**config.mk**
```make
export PLATFORM = sky130hd
export DESIGN_NAME = fb_port_arbiter
export DESIGN_NICKNAME = d
export VERILOG_FILES = /design/src/rtl/fb_arb_pkg.sv /design/src/rtl/fb_wr_fifo.sv /design/src/rtl/fb_port_arbiter.sv
export SDC_FILE = /design/constraint.sdc
export NUM_CORES = 1
export LEC_CHECK = 0
export CORE_ASPECT_RATIO = 0.75
export CORE_UTILIZATION = 53
export DETAILED_ROUTE_END_ITERATION = 8
export PLACE_DENSITY = 0.82
export SYNTH_ARGS = -nofsm -noshare
export SYNTH_HDL_FRONTEND = slang
export SYNTH_SLANG_ARGS = --single-unit
```
**constraint.sdc**
```tcl
create_clock -name clk -period 2.5 [get_ports clk]
set_input_delay 0.375 -clock clk [delete_from_list [all_inputs] [get_ports clk]]
set_output_delay 0.375 -clock clk [all_outputs]
set_load 0.01 [all_outputs]
```
**src/rtl/fb_arb_pkg.sv**
```systemverilog
// Shared types and constants for the frame-buffer port arbiter.
package fb_arb_pkg;
    localparam int FRAME_W      = 640;
    localparam int FRAME_H      = 480;
    localparam int FRAME_PIXELS = FRAME_W * FRAME_H;
    localparam int FB_ADDR_W    = $clog2(FRAME_PIXELS);
    localparam int FB_DATA_W    = 3;

    typedef enum logic [1:0] {
        GNT_IDLE,
        GNT_RD,
        GNT_WR
    } gnt_e;

    typedef struct packed {
        logic [FB_ADDR_W-1:0] addr;
        logic [FB_DATA_W-1:0] data;
    } wfifo_entry_t;
endpackage

```
**src/rtl/fb_wr_fifo.sv**
```systemverilog
// Write buffer: synchronous FIFO, registered count, valid/ready push, external pop.
module fb_wr_fifo #(
    parameter int ADDR_WIDTH = 19,
    parameter int DATA_WIDTH = 3,
    parameter int DEPTH      = 4
) (
    input  logic                      clk,
    input  logic                      rst_n,
    input  logic                      push_valid,
    output logic                      push_ready,
    input  logic [ADDR_WIDTH-1:0]     push_addr,
    input  logic [DATA_WIDTH-1:0]     push_data,
    input  logic                      pop,
    output logic [ADDR_WIDTH-1:0]     head_addr,
    output logic [DATA_WIDTH-1:0]     head_data,
    output logic [$clog2(DEPTH):0]    count,
    output logic                      empty
);
    localparam int PW = $clog2(DEPTH);

    logic [ADDR_WIDTH+DATA_WIDTH-1:0] mem [DEPTH];
    logic [PW-1:0]                    wptr;
    logic [PW-1:0]                    rptr;
    logic                             push;

    // Ready comes from the registered count only, so a full FIFO reopens a cycle after its pop.
    assign push_ready = (count != (PW+1)'(DEPTH));
    assign push       = push_valid & push_ready;
    assign empty      = (count == '0);
    assign {head_addr, head_data} = mem[rptr];

    always_ff @(posedge clk) begin
        if (!rst_n) begin
            wptr  <= '0;
            rptr  <= '0;
            count <= '0;
        end else begin
            if (push) wptr <= wptr + 1'b1;
            if (pop)  rptr <= rptr + 1'b1;
            case ({push, pop})
                2'b10:   count <= count + 1'b1;
                2'b01:   count <= count - 1'b1;
                default: count <= count;
            endcase
        end
    end

    always_ff @(posedge clk) begin
        if (push && rst_n) mem[wptr] <= {push_addr, push_data};
    end
endmodule

```
**src/rtl/fb_port_arbiter.sv**
```systemverilog
// Single-port frame-buffer arbiter: VGA reads have priority, buffered UART writes
// are forced in after a bounded run of reads.
module fb_port_arbiter
    import fb_arb_pkg::*;
#(
    parameter int ADDR_WIDTH  = FB_ADDR_W,
    parameter int DATA_WIDTH  = FB_DATA_W,
    parameter int RAM_LATENCY = 2,
    parameter int WFIFO_DEPTH = 4,
    parameter int MAX_RD_RUN  = 8
) (
    input  logic                          clk,
    input  logic                          rst_n,
    input  logic                          rd_req,
    input  logic [ADDR_WIDTH-1:0]         rd_addr,
    output logic                          rd_ack,
    output logic                          rd_valid,
    output logic [DATA_WIDTH-1:0]         rd_data,
    input  logic                          wr_valid,
    output logic                          wr_ready,
    input  logic [ADDR_WIDTH-1:0]         wr_addr,
    input  logic [DATA_WIDTH-1:0]         wr_data,
    output logic [ADDR_WIDTH-1:0]         ram_addr,
    output logic [DATA_WIDTH-1:0]         ram_wdata,
    output logic                          ram_we,
    input  logic [DATA_WIDTH-1:0]         ram_q,
    output logic [$clog2(WFIFO_DEPTH):0]  wfifo_count,
    output logic                          wr_forced
);
    localparam int RW = $clog2(MAX_RD_RUN + 1);
    localparam logic [RW-1:0] RUN_MAX = RW'(MAX_RD_RUN);

    gnt_e                   gnt;
    gnt_e                   gnt_q;
    logic [RW-1:0]          run_cnt;
    logic                   fifo_empty;
    logic [ADDR_WIDTH-1:0]  head_addr;
    logic [DATA_WIDTH-1:0]  head_data;
    logic [RAM_LATENCY:0]   vld_pipe;

    fb_wr_fifo #(
        .ADDR_WIDTH (ADDR_WIDTH),
        .DATA_WIDTH (DATA_WIDTH),
        .DEPTH      (WFIFO_DEPTH)
    ) u_wfifo (
        .clk        (clk),
        .rst_n      (rst_n),
        .push_valid (wr_valid),
        .push_ready (wr_ready),
        .push_addr  (wr_addr),
        .push_data  (wr_data),
        .pop        (gnt == GNT_WR),
        .head_addr  (head_addr),
        .head_data  (head_data),
        .count      (wfifo_count),
        .empty      (fifo_empty)
    );

    // Held in reset, nothing is granted so queued writes cannot leak out.
    always_comb begin
        gnt = GNT_IDLE;
        if (!rst_n)
            gnt = GNT_IDLE;
        else if (!fifo_empty && (!rd_req || run_cnt == RUN_MAX))
            gnt = GNT_WR;
        else if (rd_req)
            gnt = GNT_RD;
    end

    assign rd_ack    = (gnt == GNT_RD);
    assign wr_forced = (gnt == GNT_WR) && rd_req;
    assign ram_we    = rst_n && (gnt_q == GNT_WR);
    assign rd_valid  = rst_n && vld_pipe[RAM_LATENCY];
    assign rd_data   = rd_valid ? ram_q : '0;

    always_ff @(posedge clk) begin
        if (!rst_n) begin
            gnt_q     <= GNT_IDLE;
            run_cnt   <= '0;
            ram_addr  <= '0;
            ram_wdata <= '0;
            vld_pipe  <= '0;
        end else begin
            gnt_q    <= gnt;
            vld_pipe <= (RAM_LATENCY+1)'({vld_pipe, rd_ack});
            if (fifo_empty || gnt == GNT_WR)
                run_cnt <= '0;
            else if (gnt == GNT_RD && run_cnt != RUN_MAX)
                run_cnt <= run_cnt + 1'b1;
            case (gnt)
                GNT_RD: ram_addr <= rd_addr;
                GNT_WR: begin
                    ram_addr  <= head_addr;
                    ram_wdata <= head_data;
                end
                default: ;
            endcase
        end
    end
endmodule

```
==> results.txt <==
Area contributors post-synth: edfxtp_1 51%, dfxtp_1 16%, mux2i_1 8.0%, o221a_1 4.2%, inv_1 2.3%
Startpoint Class: register
final RePlAce weighted congestion: 0.7678
post-place setup slack: -80.90 ps
vias in the first global route: 3293
Tcrit/Tclk final: 0.9580
GR Overflow Total: 0
layout cells sized above 1: 0.1295
Die Height: 87.34 um
final setup vio count: 0
Final WS setup: 105.1 ps
clk root buf: clkbuf_16
XOR/XNOR Fraction of Synth Area: 0.008510
final core utilization: 0.7344
most used cell, CP: inv_1
antenna viol nets, final: 0
CTS H-tree lvls: 4
DRC Markers: 0
mux contribution to synthesized area: 0.09434
yosys warns: 0
FP Rows: 30
Avg WL per Cell: 17.71 um
core area: 0.009234 sq mm
hpwl dp: 6456 um
P per Cell Area: 808.7 mW/mm^2
DRT Pass-1 Iters: 4
Nets: 516
Final Power: 5.484 mW
Critical Path, Cell by Cell: inv_1 > ha_1 > and3b_1 > a21oi_2 > inv_1 > ha_2 > and2_1 > dlygate4sd2_1
initial antenna violation count: 0
most common cell after layout, fill and taps aside: edfxtp_1
Layout Skew: 12.28 ps
status: finished, final reports clean
Max Cap Viol: 0
Max Fclk: 417.5 MHz
Synthesized Nets: 414
Die Area: 0.01011 sq mm
Post-Layout Cell Count: 599
gr usage total: 0.2270
clk buf depth: 2
largest net degree at the start of global routing: 39
I/O Pins: 81
Slew @ Worst Pin: 364.7 ps
first-pass GRT wire length: 16470 um
Cells after Synth: 356
area leader, netlist: edfxtp_1
initial core utilization: 0.5573
routed via count: 3231
clk slew on worst S/H paths: 50 ps
Placed Instances: 563
LEAKAGE: 2.450 nW
required time of the critical path: 2120 ps
WS Path Type: reg -> out
commonest non-fill, non-tap cells in the layout: 88 x edfxtp_1, 77 x clkdlybuf4s50_1, 41 x mux2i_1
Max VDD drop: 0.6965 mV
max-slew violations: 0
P&R area growth vs syn: 31.78%
Synth Cell Area: 0.005146 sq mm
CTS tree: yes
worst skew pair latency: 410 ps
#FFs+latches synth: 128
post-synth cell types: 37
Arrival @ worst endpoint: 2020 ps
Compound-Gate Fraction of Synth Area: 0.09944
drt via density: 5.394
slowest stage delay, CP: 330 ps
IO buf count: 80
Worst setup EP type: output port
shortest period the worst path allows: 2395 ps
hold_buf cts: 0
largest family of logic cells by synthesized area: compound AO/OA/AOI/OAI gates
Worst Path Max Fanout: 3
CTS Buf Count: 17
sequential area share after synthesis: 0.6691
Fin. Hold Viols: 0
Worst slew margin: 0.7568
Hold Path Class: reg -> reg
Synth top area share: 0.5135
synthesized area per cell: 14.46 sq um
CP max-delay cell: dfxtp_2
Die X: 115.8 um
Fill cells: 613
CTS sink cnt: 128
DR iter-0 viols: 162
total length of routed wires: 10610 um
FF-to-FF setup slack: 160 ps
simple-gate share of the synthesized area: 0.04741
Post-Synth Adder-Cell Area: 0.02577
# diodes: 0
cell type report:
cell class	count	area [sq um]	area share
Timing Repair Buffer	104	1044	0.1539
Multi-Input combinational cell	175	1435	0.2116
Clock inverter	5	50.05	0.007380
Tap cell	128	160.2	0.02362
Clock buffer	27	525.5	0.07749
Sequential cell	128	3447	0.5083
Inverter	32	120.1	0.01771
flip-flops by register name (all words and copies together) (netlist names), named ones only:
register       cells
gnt_q              2
u_wfifo.wptr       2
ram_addr          19
u_wfifo.count      3
run_cnt            4
u_wfifo.rptr       2
ram_wdata          3
u_wfifo.mem       88
vld_pipe           3
per-stage QoR:
step	hold slack, ps	setup TNS [ps]	area [sq um]
2_1_floorplan	411.9	0	5146
3_3_place_gp	417.1	0	6143
3_5_place_dp	418.1	-997.9	6143
4_1_cts	435.2	0	6730
5_1_grt	449.2	-49.35	6782
6_report	438.7	0	6782
power breakdown:
part	leakage [nW]	internal (mW)	switching [mW]	total, mW
combinational	1.04	0.362	0.319	0.681
clock	0.285	1.53	0.834	2.37
sequential	1.13	2.38	0.0618	2.44
total	2.45	4.27	1.21	5.48
cells in the mapped netlist:
cell type,count
edfxtp_1,88
mux2i_1,41
dfxtp_1,40
inv_1,32
o21ai_0,22
o221a_1,19
o22ai_1,19
nor2_1,11
and3_1,9
ha_1,9
a21oi_1,8
clkbuf_1,8
buf_4,5
nand3_1,5
and2_1,4
nand2_1,4
xor2_1,4
buf_12,3
a21o_1,2
buf_2,2
buf_6,2
mux4_1,2
nand3b_1,2
or3_1,2
a21oi_2,1
and2_4,1
and3b_1,1
clkbuf_2,1
fa_1,1
mux4_2,1
nand2b_1,1
nand4_1,1
nor3b_1,1
o21ai_1,1
or3b_1,1
or4_1,1
xnor2_1,1
cells by family after synthesis:
| family | after synthesis |
|---|---|
| flip-flops | 128 |
| AO/OA/AOI/OAI | 72 |
| buffers and inverters | 53 |
| multiplexers | 44 |
| AND/OR/NAND/NOR | 44 |
| adder cells (fa/ha/maj) | 10 |
| XOR/XNOR | 5 |
worst paths after layout:
check / to / cells past startpoint / from
worst max-delay path: wr_forced / 8 / run_cnt[0]
worst min-delay path: vld_pipe[1] / 1 / vld_pipe[0]
worst max register to register: u_wfifo.count[2] / 12 / run_cnt[0]
worst min register to register: vld_pipe[1] / 1 / vld_pipe[0]
worst max-delay path, delay by kind of cell, from the launching register on:
kind	cells	cell delay, ps
adder cells (fa/ha/maj)	2	380
flip-flops	1	330
AND/OR/NAND/NOR	2	350
AO/OA/AOI/OAI	1	170
buffers and inverters	3	400
routing by layer:
metal  track usage  vias up  part of all wire
met4       0.08625        0             0.010
met3       0.08559       13             0.079
met5             0        -                 0
met2        0.3604      113              0.47
met1        0.2838     1555              0.44
li1              -     1550                 -
timing repair:
item                                    4_1_cts  5_1_grt
endpoints found under the setup margin        3       15
gates resized for setup                       6        7
setup buffers                                 0        4
cloned                                        0        0
pin swaps                                     0        3
Power figures use the tool's default switching activity.
